**src/rtl/muldiv_unit.sv**
```systemverilog
// Iterative MIPS multiply/divide unit with architectural HI/LO registers.
// Optional macro MULDIV_FAST_MUL_EN replaces the shift-add multiply with a one-cycle product.
module muldiv_unit #(
   parameter int WIDTH = 32,
   parameter int CNT_W = 6
) (
   input  logic             clk,
   input  logic             cpu_rst_n,
   input  logic             cpu_en,
   input  logic             start,
   input  logic [1:0]       oper,
   input  logic [WIDTH-1:0] opa,
   input  logic [WIDTH-1:0] opb,
   input  logic             cancel,
   input  logic             hi_wen,
   input  logic             lo_wen,
   input  logic [WIDTH-1:0] wdata,
   output logic             busy,
   output logic             done,
   output logic             div_zero,
   output logic [WIDTH-1:0] hi_out,
   output logic [WIDTH-1:0] lo_out
);

   typedef enum logic [1:0] {IDLE, MUL, DIV, FIX} state_t;

   state_t             state, state_next;
   logic [2*WIDTH-1:0] acc;
   logic [WIDTH-1:0]   operand;
   logic [CNT_W-1:0]   cnt;
   logic               is_div, neg_res, neg_rem, div_by_zero, div_ovf;
   logic [WIDTH-1:0]   hi_q, lo_q;
   logic               done_q, div_zero_q;

   logic               sign_op, a_neg, b_neg, accept, last;
   logic [WIDTH-1:0]   a_abs, b_abs;
   logic [2*WIDTH-1:0] div_step, prod_fix;
   logic [WIDTH:0]     rem_sh;
   logic [WIDTH+1:0]   diff;
   logic [WIDTH-1:0]   quot_fix, rem_fix;

   assign sign_op = ~oper[0];
   assign a_neg   = sign_op & opa[WIDTH-1];
   assign b_neg   = sign_op & opb[WIDTH-1];
   assign a_abs   = a_neg ? -opa : opa;
   assign b_abs   = b_neg ? -opb : opb;
   assign accept  = (state == IDLE) && start && !cancel;
   assign last    = (cnt == CNT_W'(WIDTH - 1));

`ifdef MULDIV_FAST_MUL_EN
   logic [2*WIDTH-1:0] fast_prod;
   assign fast_prod = {{WIDTH{1'b0}}, operand} * {{WIDTH{1'b0}}, acc[WIDTH-1:0]};
`else
   // Shift-add: conditionally add the multiplicand into the upper half, then shift right.
   logic [WIDTH:0]     mul_sum;
   logic [2*WIDTH-1:0] mul_step;
   assign mul_sum  = {1'b0, acc[2*WIDTH-1:WIDTH]} + (acc[0] ? {1'b0, operand} : '0);
   assign mul_step = {mul_sum, acc[WIDTH-1:1]};
`endif

   // Restoring divide: upper half is the partial remainder, lower half collects quotient bits.
   assign rem_sh   = {acc[2*WIDTH-1:WIDTH], acc[WIDTH-1]};
   assign diff     = {1'b0, rem_sh} - {2'b00, operand};
   assign div_step = diff[WIDTH+1] ? {rem_sh[WIDTH-1:0], acc[WIDTH-2:0], 1'b0}
                                   : {diff[WIDTH-1:0], acc[WIDTH-2:0], 1'b1};

   assign prod_fix = neg_res ? -acc : acc;
   assign quot_fix = neg_res ? -acc[WIDTH-1:0] : acc[WIDTH-1:0];
   assign rem_fix  = neg_rem ? -acc[2*WIDTH-1:WIDTH] : acc[2*WIDTH-1:WIDTH];

   always_ff @(posedge clk or negedge cpu_rst_n) begin
      if (!cpu_rst_n)
         state <= IDLE;
      else if (cpu_en)
         state <= state_next;
   end

   always_comb begin
      state_next = state;
      case (state)
         IDLE: if (accept) state_next = oper[1] ? DIV : MUL;
`ifdef MULDIV_FAST_MUL_EN
         MUL:  state_next = FIX;
`else
         MUL:  if (last) state_next = FIX;
`endif
         DIV:  if (last) state_next = FIX;
         FIX:  state_next = IDLE;
         default: state_next = IDLE;
      endcase
      if (cancel && state != IDLE)
         state_next = IDLE;
   end

   always_ff @(posedge clk or negedge cpu_rst_n) begin
      if (!cpu_rst_n) begin
         acc         <= '0;
         operand     <= '0;
         cnt         <= '0;
         is_div      <= 1'b0;
         neg_res     <= 1'b0;
         neg_rem     <= 1'b0;
         div_by_zero <= 1'b0;
         div_ovf     <= 1'b0;
         hi_q        <= '0;
         lo_q        <= '0;
         done_q      <= 1'b0;
         div_zero_q  <= 1'b0;
      end else if (!cpu_en) begin
         done_q <= 1'b0;
      end else begin
         done_q <= 1'b0;
         if (hi_wen) hi_q <= wdata;
         if (lo_wen) lo_q <= wdata;
         case (state)
            IDLE: if (accept) begin
               acc         <= oper[1] ? {{WIDTH{1'b0}}, a_abs} : {{WIDTH{1'b0}}, b_abs};
               operand     <= oper[1] ? b_abs : a_abs;
               cnt         <= '0;
               is_div      <= oper[1];
               neg_res     <= a_neg ^ b_neg;
               neg_rem     <= a_neg;
               div_by_zero <= (opb == '0);
               div_ovf     <= sign_op && (opa == {1'b1, {(WIDTH-1){1'b0}}}) && (opb == '1);
            end
            MUL: begin
`ifdef MULDIV_FAST_MUL_EN
               acc <= fast_prod;
`else
               acc <= mul_step;
`endif
               cnt <= cnt + CNT_W'(1);
            end
            DIV: begin
               acc <= div_step;
               cnt <= cnt + CNT_W'(1);
            end
            FIX: if (!cancel) begin
               done_q <= 1'b1;
               if (is_div) begin
                  hi_q <= rem_fix;
                  lo_q <= div_by_zero ? '1 : quot_fix;
                  if (div_by_zero)
                     div_zero_q <= 1'b1;
                  else if (!div_ovf)
                     div_zero_q <= 1'b0;
               end else begin
                  hi_q <= prod_fix[2*WIDTH-1:WIDTH];
                  lo_q <= prod_fix[WIDTH-1:0];
               end
            end
            default: ;
         endcase
      end
   end

   assign busy     = (state != IDLE);
   assign done     = done_q;
   assign div_zero = div_zero_q;
   assign hi_out   = hi_q;
   assign lo_out   = lo_q;

endmodule

```
**config.mk**
```make
export PLATFORM = sky130hd
export DESIGN_NAME = muldiv_unit
export DESIGN_NICKNAME = d
export VERILOG_FILES = /design/src/rtl/muldiv_unit.sv
export SDC_FILE = /design/constraint.sdc
export NUM_CORES = 1
export LEC_CHECK = 0
export BUFFER_PORTS_ARGS = -buffer_cell sky130_fd_sc_hd__buf_2
export CELL_PAD_IN_SITES_DETAIL_PLACEMENT = 0
export CELL_PAD_IN_SITES_GLOBAL_PLACEMENT = 1
export CORE_MARGIN = 2
export CORE_UTILIZATION = 48
export CTS_CLUSTER_SIZE = 14
export DETAILED_ROUTE_END_ITERATION = 10
export MAX_ROUTING_LAYER = met4
export PLACE_DENSITY_LB_ADDON = 0.1
export SLEW_MARGIN = 20
export SYNTH_ARGS = -nofsm -noshare
export SYNTH_HDL_FRONTEND = slang
export SYNTH_SLANG_ARGS = --single-unit
```
**constraint.sdc**
```tcl
create_clock -name clk -period 5.1 [get_ports clk]
set_input_delay 1.02 -clock clk [delete_from_list [all_inputs] [get_ports clk]]
set_output_delay 1.02 -clock clk [all_outputs]
set_load 0.03 [all_outputs]
```
==> Word level (Yosys, flattened, before mapping) <==
Cells that the tools add are included.
{ "totals": {"word_cells": 85, "mem_bits_ro": 0, "register_bits": 175, "n_memories": 0, "ramBits": 0, "latch_bits": 0} }
{ "op_classes": {"mul": 0, "n_reduce_logical": 17, "n_div": 0, "eq_ne": 10, "n_shift": 0, "bitwise_logic": 5, "add_sub_neg": 8, "muxes": 32, "order_cmp": 0} }
{ "ops": {"columns": ["op", "n"], "rows": [
  ["$mux 32", 16],
  ["$mux 64", 3],
  ["$pmux 64 s3", 1],
  ["$neg 32->32", 4],
  ["$eq 32x32->1 const B", 2],
  ["$neg 64->64", 1],
  ["$sub 33x32->34", 1],
  ["$add 32x32->33", 1],
  ["$logic_not 32->1", 1],
  ["$pmux 6 s2", 1],
  ["$reduce_and 3->1", 4],
  ["$mux 2", 4],
  ["$add 6x1->6 const B", 1],
  ["$eq 6x5->1 const B", 1],
  ["$mux 6", 1],
  ["$pmux 2 s3", 1],
  ["$logic_and 1x1->1", 5],
  ["$mux 1", 5],
  ["$reduce_and 5->1", 1],
  ["$eq 2x2->1 const B", 2],
  ["$ne 2x2->1 const B", 2],
  ["$reduce_bool 2->1", 2],
  ["$ne 3x1->1 const B", 1],
  ["$ne 3x2->1 const B", 1],
  ["8 further kinds", 10]
]} }

==> Depth between registers and ports, before layout <==
Gate-level depths: netlist (run 1).
{ "logic_depth": {"word_depth": 6, "mapped_depth": 13, "depth_no_buf": 13} }

==> Worst setup path after synthesis (run 1) <==
No wires, ideal clock.
{ "synth_path": {"kind": "reg-to-reg", "start": "register acc[0]", "end": "register acc[62]", "period_less_slack_ns": 3.260, "t_required_ns": 4.963, "path_buffers": 1, "slack_ns": 1.840, "setup_time_ns": 0.137, "stages_incl_launch_ff": 14, "arrival_ns": 3.123, "cell_sequence": "dfrtp_1 -> inv_1 -> buf_1 -> nor2_1 -> ha_1 -> a21o_1 -> a21oi_1 -> nor2b_1 -> a31oi_1 -> a32oi_1 -> o21ai_0 -> a311oi_1 -> mux2i_1 -> o211ai_1"} }
{ "synth_between": {"elab_chain_cells": 3} }
{ "synth_lines": {"columns": ["element", "line_no", "text"], "rows": [
  ["start: declaration", "28", "logic [2*WIDTH-1:0] acc;"],
  ["start signal: assignment", "117", "acc <= oper[1] ? {{WIDTH{1'b0}}, a_abs} : {{WIDTH{1'b0}}, b_abs};"],
  ["start signal: assignment", "130", "acc <= mul_step;"],
  ["start signal: assignment", "135", "acc <= div_step;"],
  ["$mux 32", "57", "assign mul_sum = {1'b0, acc[2*WIDTH-1:WIDTH]} + (acc[0] ? {1'b0, operand} : '0);"],
  ["$add 32x32->33", "57", null],
  ["$pmux 64 s3", "115", "case (state)"]
]} }
Every way passes these cells.
A chain may end at the register's enable or synchronous reset.

==> Worst setup path in the final report (run 1) <==
Ends and elaborated chain as after synthesis.

==> metrics.txt, run 1 <==
GRT Overall Usage=32.0%; ant diodes=0; ranking of synthesized cells by area=dfrtp_1 (29%), a21oi_1 (6.5%), o21ai_0 (6.3%); Mapped Avg Cell Area=7.76 sq um; cell repeated most along the worst path=o21ai_0; I/O Buffers=171; hold_buf cts=0; Yosys top cell area share=29.3%; Setup CP Type=register to register; Layout Nets=2212; Clock Tree Buf Depth=2; first-iteration detailed-routing DRC count=1488; clock-pin slew on the worst setup and hold paths=0.07 ns; Routed Antenna Nets=0; Post-synth top cells=a21oi_1 (194), nand2_1 (192), nor2_1 (192); maximum vdd drop=262 uV; placed instance area=16100 sq um; cell area after layout=16700 sq um; Avg WL per Cell=21.3 um; total wire length=52000 um; Util after Layout=54.6%; Yosys reg bits=175; first-pass GRT wire length=79700 um; Worst-Margin Slew=1.09 ns; Hold Path Class=register to register; Pre-antenna DRT Iters=5; Synthesized Nets=2111; WP data required=5.42 ns; synthesized cell area=15000 sq um; CTS tree=built; ys flop type=dfrtp_1; Ports=172; largest net degree at the start of global routing=98; die height=181 um; asr flop ratio synth=100%; Die X=181 um; drt via density=6.22; CP Capture Type=register; die area=32600 sq um; Total Power=8910 uW; Hold Violations, Final=0; H-tree Lvls=4; crit-path cells=inv_1 > nor2_1 > ha_1 > a211oi_1 > o21bai_1 > o21ai_0 > a31oi_1 > a32oi_1 > o21ai_0 > a311oi_1 > mux2i_1 > o211ai_1; WHS=0.480 ns; Synth cell types=77; GRT overflow=0; Leakage=0.00743 uW; Worst setup SP type=register; Tmin final=4.12 ns; slowest cell delay on critical path=0.67 ns; cell accounting for the most synthesized area=dfrtp_1; hpwl dp=40300 um; max_cap viols=0; Area growth, synth to finish=11.8%; root buffer cell=clkbuf_16; worst skew pair latency=0.45 ns; final setup TNS=0 ns; unrepaired setup endpoints after global routing=false; synthesized netlist cell count=1930; Initial Util=48.8%; status=finished, final reports clean; routability cong.=0.967; power per cell area=533 nW/um^2; Hold Crit Depth=2; # Post-CTS Setup Buffers=0; total CTS buffers=17; initial antenna violation count=0; vias in the first global route=13800; yosys warns=0; Filler cells=2990; max-slew violation count=0; setup violators final=0; Clock Sink Count=175; most frequent cell after synthesis=a21oi_1; Fin Clk Skew=0.0112 ns; EDFF count, synth=0; Slew headroom=27.3%; critical path's slowest cell=a311oi_1; Max Clk Rate=243 MHz; site row count=64; share of layout cells above drive strength 1=13.1%; post-route clock period utilization=80.8%; CP max FO=19; CP arrival=4.44 ns; sequential area share after synthesis=29.3%; post-CTS sizing=0; core area=30700 sq um; FF-to-FF path depth=12; DRC Markers=0; via count=15200
## metrics by stage
| stage | instances | setup slack [ns] |
|---|---|---|
| 2_1_floorplan | 1930 | 1.84 |
| 3_3_place_gp | 2408 | 1.19 |
| 3_5_place_dp | 2408 | 1.08 |
| 4_1_cts | 2439 | 1.05 |
| 5_1_grt | 2439 | 0.743 |
| 6_report | 2439 | 0.978 |
## cells in the final DEF, fill, tap and decap left out, types with 5 or more instances in the layout
master     count
nand4_1       18
o21ai_0      187
nor4_1        23
a22oi_1       57
nor2_1       192
and3_1        19
o21a_1        14
a32oi_1        5
a211oi_1      13
or4_1         10
nor2b_1       16
buf_4         30
o22ai_1       36
nand2b_1      18
o41ai_1       10
a22o_1        15
a31oi_1       30
buf_2        170
mux2_2         8
xnor2_1       94
a21o_1        29
or2_2          8
o221ai_1      14
dfrtp_1      175
mux2i_1       32
clkbuf_16     17
nand2_1      192
or3_1         12
inv_1         73
nor3_1        32
a21oi_1      194
and2_1         5
nand3_1       26
ha_1          73
o31ai_1       21
o21ai_1        8
xor2_1        71
o211ai_1      11
## flip-flops by register name (all words and copies together), names as in the netlist
register / flops
neg_res: 1
done: 1
operand: 32
div_zero: 1
acc: 64
lo_out: 32
div_ovf: 1
div_by_zero: 1
cnt: 6
neg_rem: 1
is_div: 1
hi_out: 32
state: 2
## per-layer routing
layer	wire length (um)	share of wire, %	global-route usage [%]	up-vias
li1	-	-	-	7215
met5	0	0	-	-
met1	24400	47	45.9	7244
met2	22900	44	48.1	657
met3	3640	7.0	3.56	64
met4	1150	2.2	8.61	0
## critical path, delay by kind of cell, from the launching register on
kind | cells | cell delay, ns
AOI/OAI and AO/OA | 8 | 2.25
buffers and inverters | 1 | 0.61
and+or+nand+nor | 1 | 0.12
muxes | 1 | 0.27
DFF | 1 | 0.47
adders and majority gates | 1 | 0.27
## cell families after synthesis
kind of cell    Yosys count  share of synthesized area (%)
compound gates          690                           28.6
simple gates            590                           18.3
buf+inv                 194                           5.01
flops                   175                           29.3
xor+xnor                165                           9.65
fa+ha+maj                76                           6.45
mux                      40                           2.74
## power breakdown
part           leakage [uW]  total (uW)  internal, uW  switching, uW
clock network      0.000292        1390           783            607
logic               0.00497        5100          1910           3190
registers           0.00217        2430          1820            609
total               0.00743        8910          4510           4400
## final timing paths
kind	from	to	slack [ns]
max reg2reg	acc[0]$_DFFE_PN0P_	acc[62]$_DFFE_PN0P_	0.98
max	acc[0]$_DFFE_PN0P_	acc[62]$_DFFE_PN0P_	0.98
min reg2reg	operand[7]$_DFFE_PN0P_	operand[7]$_DFFE_PN0P_	0.48
min	operand[7]$_DFFE_PN0P_	operand[7]$_DFFE_PN0P_	0.48
max in group asynchronous	cpu_rst_n	operand[5]$_DFFE_PN0P_	3.50
min in group asynchronous	cpu_rst_n	lo_out[16]$_DFFE_PN0P_	0.61
## area by class of cell
class / instances / area [sq um] / area share, %
clock buffer: 18 / 439 / 2.62
clock inverter: 13 / 164 / 0.980
tap: 396 / 495 / 2.96
timing repair buffer: 203 / 1130 / 6.74
inverter: 73 / 274 / 1.64
multi-input combinational: 1561 / 9850 / 58.9
sequential: 175 / 4380 / 26.2
(Power assumes the default switching activity.)
==> run 2, diff against run 1 <==
--- a/config.mk
+++ b/config.mk
@@ -9,7 +9,7 @@
 export CELL_PAD_IN_SITES_DETAIL_PLACEMENT = 0
 export CELL_PAD_IN_SITES_GLOBAL_PLACEMENT = 1
 export CORE_MARGIN = 2
-export CORE_UTILIZATION = 48
+export CORE_UTILIZATION = 40
 export CTS_CLUSTER_SIZE = 14
 export DETAILED_ROUTE_END_ITERATION = 10
 export MAX_ROUTING_LAYER = met4
==> constraint.sdc (replaced) <==
create_clock -name clk -period 3.4 [get_ports clk]
set_input_delay 0.68 -clock clk [delete_from_list [all_inputs] [get_ports clk]]
set_output_delay 0.68 -clock clk [all_outputs]
set_load 0.03 [all_outputs]
==> metrics.txt, run 2 (synthesis results as in run 1) <==
site row count=70; RR Startpoint=acc[0]$_DFFE_PN0P_; Worst-Margin Slew=0.909 ns; total wire length=57700 um; FF-to-FF path depth=16; Area growth, synth to finish=19.3%; Fin Clk Skew=0.0123 ns; max-slew violation count=0; global route hottest layer=met2; CP max FO=3; die height=197 um; cell repeated most along the worst path=buf_4; pre-CTS setup slack=0.0733 ns; hpwl dp=46000 um; Critical path origin=acc[0]$_DFFE_PN0P_; Total Power=14300 uW; post-CTS sizing=0; CP Capture Type=register; Max Clk Rate=310 MHz; Setup CP Type=register to register; vias in the first global route=15000; # Post-CTS Setup Buffers=0; Routed Antenna Nets=0; worst skew pair latency=0.46 ns; I/O Buffers=171; Die X=197 um; core area=36700 sq um; critical path's slowest cell=fa_1; die area=39000 sq um; worst setup path end=acc[55]$_DFFE_PN0P_; GRT overflow=0; Ports=172; Slew headroom=39.2%; commonest non-fill, non-tap cells in the layout=nand2_1 (192), nor2_1 (192), a21oi_1 (192); met3 Usage GRT=4.32%; maximum vdd drop=470 uV; crit-path cells=buf_4 > and2_1 > ha_1 > inv_1 > fa_1 > nor2b_2 > o31ai_1 > buf_4 > a32oi_2 > o21ai_1 > a22oi_1 > buf_4 > a31oi_1 > xnor2_1 > a221oi_1 > o21ai_0; Tmin final=3.22 ns; Leakage=0.00808 uW; first-iteration detailed-routing DRC count=1222; Initial Util=40.8%; ant diodes=0; post-route clock period utilization=94.8%; Pre-antenna DRT Iters=5; drt via density=5.89; total CTS buffers=17; Clock Tree Buf Depth=2; Clock Sink Count=175; max_cap viols=0; Hold Path Class=primary input to async pin; Worst R2R End=acc[55]$_DFFE_PN0P_; final setup TNS=0 ns; initial antenna violation count=0; via count=15500; max reg flops=64; Crit. path cell count=16; GRT Overall Usage=30.6%; status=finished, final reports clean; largest register by flop count=acc; CTS tree=built; routability cong.=0.950; share of layout cells above drive strength 1=18.4%; H-tree Lvls=4; power per cell area=801 nW/um^2; Hold Violations, Final=0; CP arrival=3.55 ns; Avg WL per Cell=21.9 um; hold_buf cts=0; root buffer cell=clkbuf_16; first-pass GRT wire length=88700 um; met1 Usage GRT=42.2%; Layout Nets=2330; Crit path max-delay family=compound AO/OA/AOI/OAI gates; R2R setup slack=0.18 ns; CP Buf/Inv Count=4; slowest cell delay on critical path=0.41 ns; met2 GRT Util=45.9%; Worst setup SP type=register; setup violators final=0; DRC Markers=0; largest net degree at the start of global routing=83; Final Worst Setup Slack=0.177 ns; clock-pin slew on the worst setup and hold paths=0.08 ns; WP data required=3.72 ns
==> run 2: through the flow <==
step | util (%) | std cells | area, sq um | hold WS, ns
after CTS | 48.5 | 2630 | 17800 | 0.194
after detailed placement | 46.7 | 2598 | 17100 | 0.472
after global placement | 46.7 | 2598 | 17100 | 0.468
after floorplan | - | 1930 | 15000 | 0.384
final | 48.7 | 2630 | 17900 | 0.186
after global routing | 48.7 | 2630 | 17900 | 0.209
==> run 2: worst min path at each step <==
stage / depth (start not counted) / to / slack [ns]
2_1_floorplan: 0 / acc[0]$_DFFE_PN0P_ / 0.38
3_3_place_gp: 2 / operand[3]$_DFFE_PN0P_ / 0.47
3_5_place_dp: 2 / operand[8]$_DFFE_PN0P_ / 0.47
4_1_cts: 1 / lo_out[13]$_DFFE_PN0P_ / 0.19
5_1_grt: 1 / lo_out[16]$_DFFE_PN0P_ / 0.21
6_report: 1 / lo_out[13]$_DFFE_PN0P_ / 0.19
==> run 2: where the power goes <==
part | internal (uW) | switching [uW]
registers | 2730 | 659
clock network | 1200 | 1020
logic | 3340 | 5360
==> run 2: area by class of cell <==
cell class	instances	area (sq um)
Fill cell	3706	18800
Sequential cell	175	4380
Tap cell	468	586
Clock inverter	15	216
Clock buffer	17	425
Inverter	73	274
Multi-Input combinational cell	1561	9930
Timing Repair Buffer	321	2050
==> run 2: worst reg2reg max path: stages, from the launching register on <==
cell and delay (ns):
dfrtp_1 0.37, buf_4 0.11, and2_1 0.11, ha_1 0.18
inv_1 0.06, fa_1 0.41, nor2b_2 0.17, o31ai_1 0.08
buf_4 0.14, a32oi_2 0.27, o21ai_1 0.15, a22oi_1 0.21
buf_4 0.18, a31oi_1 0.12, xnor2_1 0.15, a221oi_1 0.26
o21ai_0 0.12
==> run 2: per-layer routing <==
metal | share of wire, % | vias to the layer above
met1 | 48 | 7481
met5 | 0 | -
li1 | - | 7448
met4 | 3.4 | 0
met3 | 5.8 | 76
met2 | 43 | 496
==> run 3, diff against run 2 <==
--- a/config.mk
+++ b/config.mk
@@ -8,8 +8,8 @@
 export BUFFER_PORTS_ARGS = -buffer_cell sky130_fd_sc_hd__buf_2
 export CELL_PAD_IN_SITES_DETAIL_PLACEMENT = 0
 export CELL_PAD_IN_SITES_GLOBAL_PLACEMENT = 1
-export CORE_MARGIN = 2
-export CORE_UTILIZATION = 40
+export CORE_MARGIN = 4
+export CORE_UTILIZATION = 45
 export CTS_CLUSTER_SIZE = 14
 export DETAILED_ROUTE_END_ITERATION = 10
 export MAX_ROUTING_LAYER = met4
==> constraint.sdc (replaced) <==
create_clock -name clk -period 3 [get_ports clk]
set_input_delay 0.6 -clock clk [delete_from_list [all_inputs] [get_ports clk]]
set_output_delay 0.6 -clock clk [all_outputs]
set_load 0.03 [all_outputs]
==> metrics.txt, run 3 (synthesis results as in run 1) <==
site row count=66; drt via density=5.92; die area=36200 sq um; I/O Buffers=171; max reg flops=64; max-slew violation count=0; pre-CTS setup slack=-0.270 ns; vias in the first global route=15400; Worst-Margin Slew=0.891 ns; Setup CP Type=register to register; maximum vdd drop=637 uV; Filler cells=3064; hpwl dp=46700 um; CP max FO=7; Pre-antenna DRT Iters=6; unrepaired setup endpoints after global routing=true; clock-pin slew on the worst setup and hold paths=0.07 ns; status=complete, but fails checks; total CTS buffers=17; placed instance area=18200 sq um; Ports=172; Worst setup SP type=register; die height=190 um; total wire length=59200 um; Leakage=0.00900 uW; CP arrival=3.39 ns; core area=32700 sq um; violated checks=negative setup slack; via count=16400; Fin Clk Skew=0.0146 ns; Avg WL per Cell=21.4 um; largest net degree at the start of global routing=68; crit-path cells=inv_2 > ha_4 > buf_6 > a21oi_2 > o211ai_1 > a41o_1 > o31ai_4 > a2bb2oi_2 > a31oi_4 > buf_6 > buf_8 > mux2i_1 > o221ai_1; CP Capture Type=register; Final Worst Setup Slack=-0.0488 ns; Clock Tree Buf Depth=2; area of the multi-input gates=10400 sq um; WHS=0.154 ns; initial antenna violation count=0; GRT overflow=0; power per cell area=902 nW/um^2; first-iteration detailed-routing DRC count=1510; routability cong.=0.954; Area growth, synth to finish=31.6%; CTS tree=built; largest register by flop count=acc; Initial Util=45.8%; Slew headroom=40.5%; WP data required=3.34 ns; Routed Antenna Nets=0; commonest non-fill, non-tap cell in the layout=buf_4; cell repeated most along the worst path=buf_6; first-pass GRT wire length=89400 um; ant diodes=0; worst skew pair latency=0.45 ns; cell area after layout=19700 sq um; Hold Violations, Final=0; Util after Layout=60.2%; H-tree Lvls=4; DRC Markers=0; Tmin final=3.05 ns; GRT Overall Usage=32.6%; max_cap viols=0; Layout Nets=2500; commonest non-fill, non-tap cells in the layout=buf_4 (296), nand2_1 (191), nor2_1 (183); Max Clk Rate=328 MHz; critical path's slowest cell=dfrtp_1; Hold Path Class=primary input to async pin; hold_buf cts=0; post-route clock period utilization=102%; share of layout cells above drive strength 1=27.7%; setup violators final=4; Clock Sink Count=175; root buffer cell=clkbuf_16; register area=4380 sq um; Die X=190 um; final setup TNS=-0.135 ns; slowest cell delay on critical path=0.40 ns
-- run 3: cell types whose count changed in the layout (fill, tap and decap cells not counted), moves of 7 or more --
cell	before	now
o21ai_1	13	24
o21ai_0	182	161
nor2_2	0	7
nor2_1	192	183
a21oi_1	192	182
buf_4	145	296
a21oi_2	2	9
inv_1	73	65
ha_4	0	12
ha_1	73	59
o21ai_2	0	10
inv_2	0	7
buf_6	1	16
-- run 3: worst max-delay path, delay by kind of cell, from the launching register on --
family	cells	cell delay [ns]
adders and majority gates	1	0.20
AOI/OAI and AO/OA	7	1.67
buffers and inverters	4	0.55
DFF	1	0.40
muxes	1	0.11
-- run 3: final timing paths --
check | from | endpoint | slack, ns | depth (start not counted)
worst max-delay path | operand[6]$_DFFE_PN0P_ | acc[38]$_DFFE_PN0P_ | -0.05 | 13
worst max register to register | operand[6]$_DFFE_PN0P_ | acc[38]$_DFFE_PN0P_ | -0.05 | 13
worst min register to register | operand[20]$_DFFE_PN0P_ | operand[20]$_DFFE_PN0P_ | 0.48 | 2
worst min-delay path | cpu_rst_n | lo_out[10]$_DFFE_PN0P_ | 0.15 | 1
min in group clk | wdata[27] | hi_out[27]$_DFFE_PN0P_ | 0.45 | 3
max in group asynchronous | cpu_rst_n | hi_out[14]$_DFFE_PN0P_ | 1.99 | 2
-- run 3: through the flow --
step / cells / power (uW)
after floorplan: 1930 / 10200
after global placement: 2711 / 14200
after detailed placement: 2711 / 14300
after CTS: 2749 / 17100
after global routing: 2773 / 19000
final: 2773 / 17800
-- run 3: timing repair --
| action | CTS | global route |
|---|---|---|
| setup endpoints to repair | 32 | 48 |
| gates cloned | 0 | 1 |
| pin swaps | 14 | 69 |
| endpoints found under the hold margin | 0 | 0 |
| gates resized for setup | 46 | 116 |
| setup buffers | 9 | 25 |
-- run 3: cell type report --
| type | instances | area share [%] |
|---|---|---|
| Multi-Input combinational cell | 1561 | 52.9 |
| Sequential cell | 175 | 22.2 |
| Timing Repair Buffer | 491 | 17.4 |
| Tap cell | 442 | 2.81 |
| Clock buffer | 18 | 2.18 |
| Inverter | 73 | 1.40 |
| Clock inverter | 13 | 1.00 |
-- run 3: routing by layer --
| layer | part of all wire, % | global-route usage [%] |
|---|---|---|
| met5 | 0 | - |
| met4 | 3.5 | 10.6 |
| met3 | 7.6 | 4.92 |
| met2 | 44 | 48.5 |
| met1 | 45 | 45.8 |
-- run 3: power by group --
| group | switching [uW] | internal, uW |
|---|---|---|
| clock network | 1070 | 1410 |
| logic | 6650 | 4920 |
| registers | 626 | 3090 |
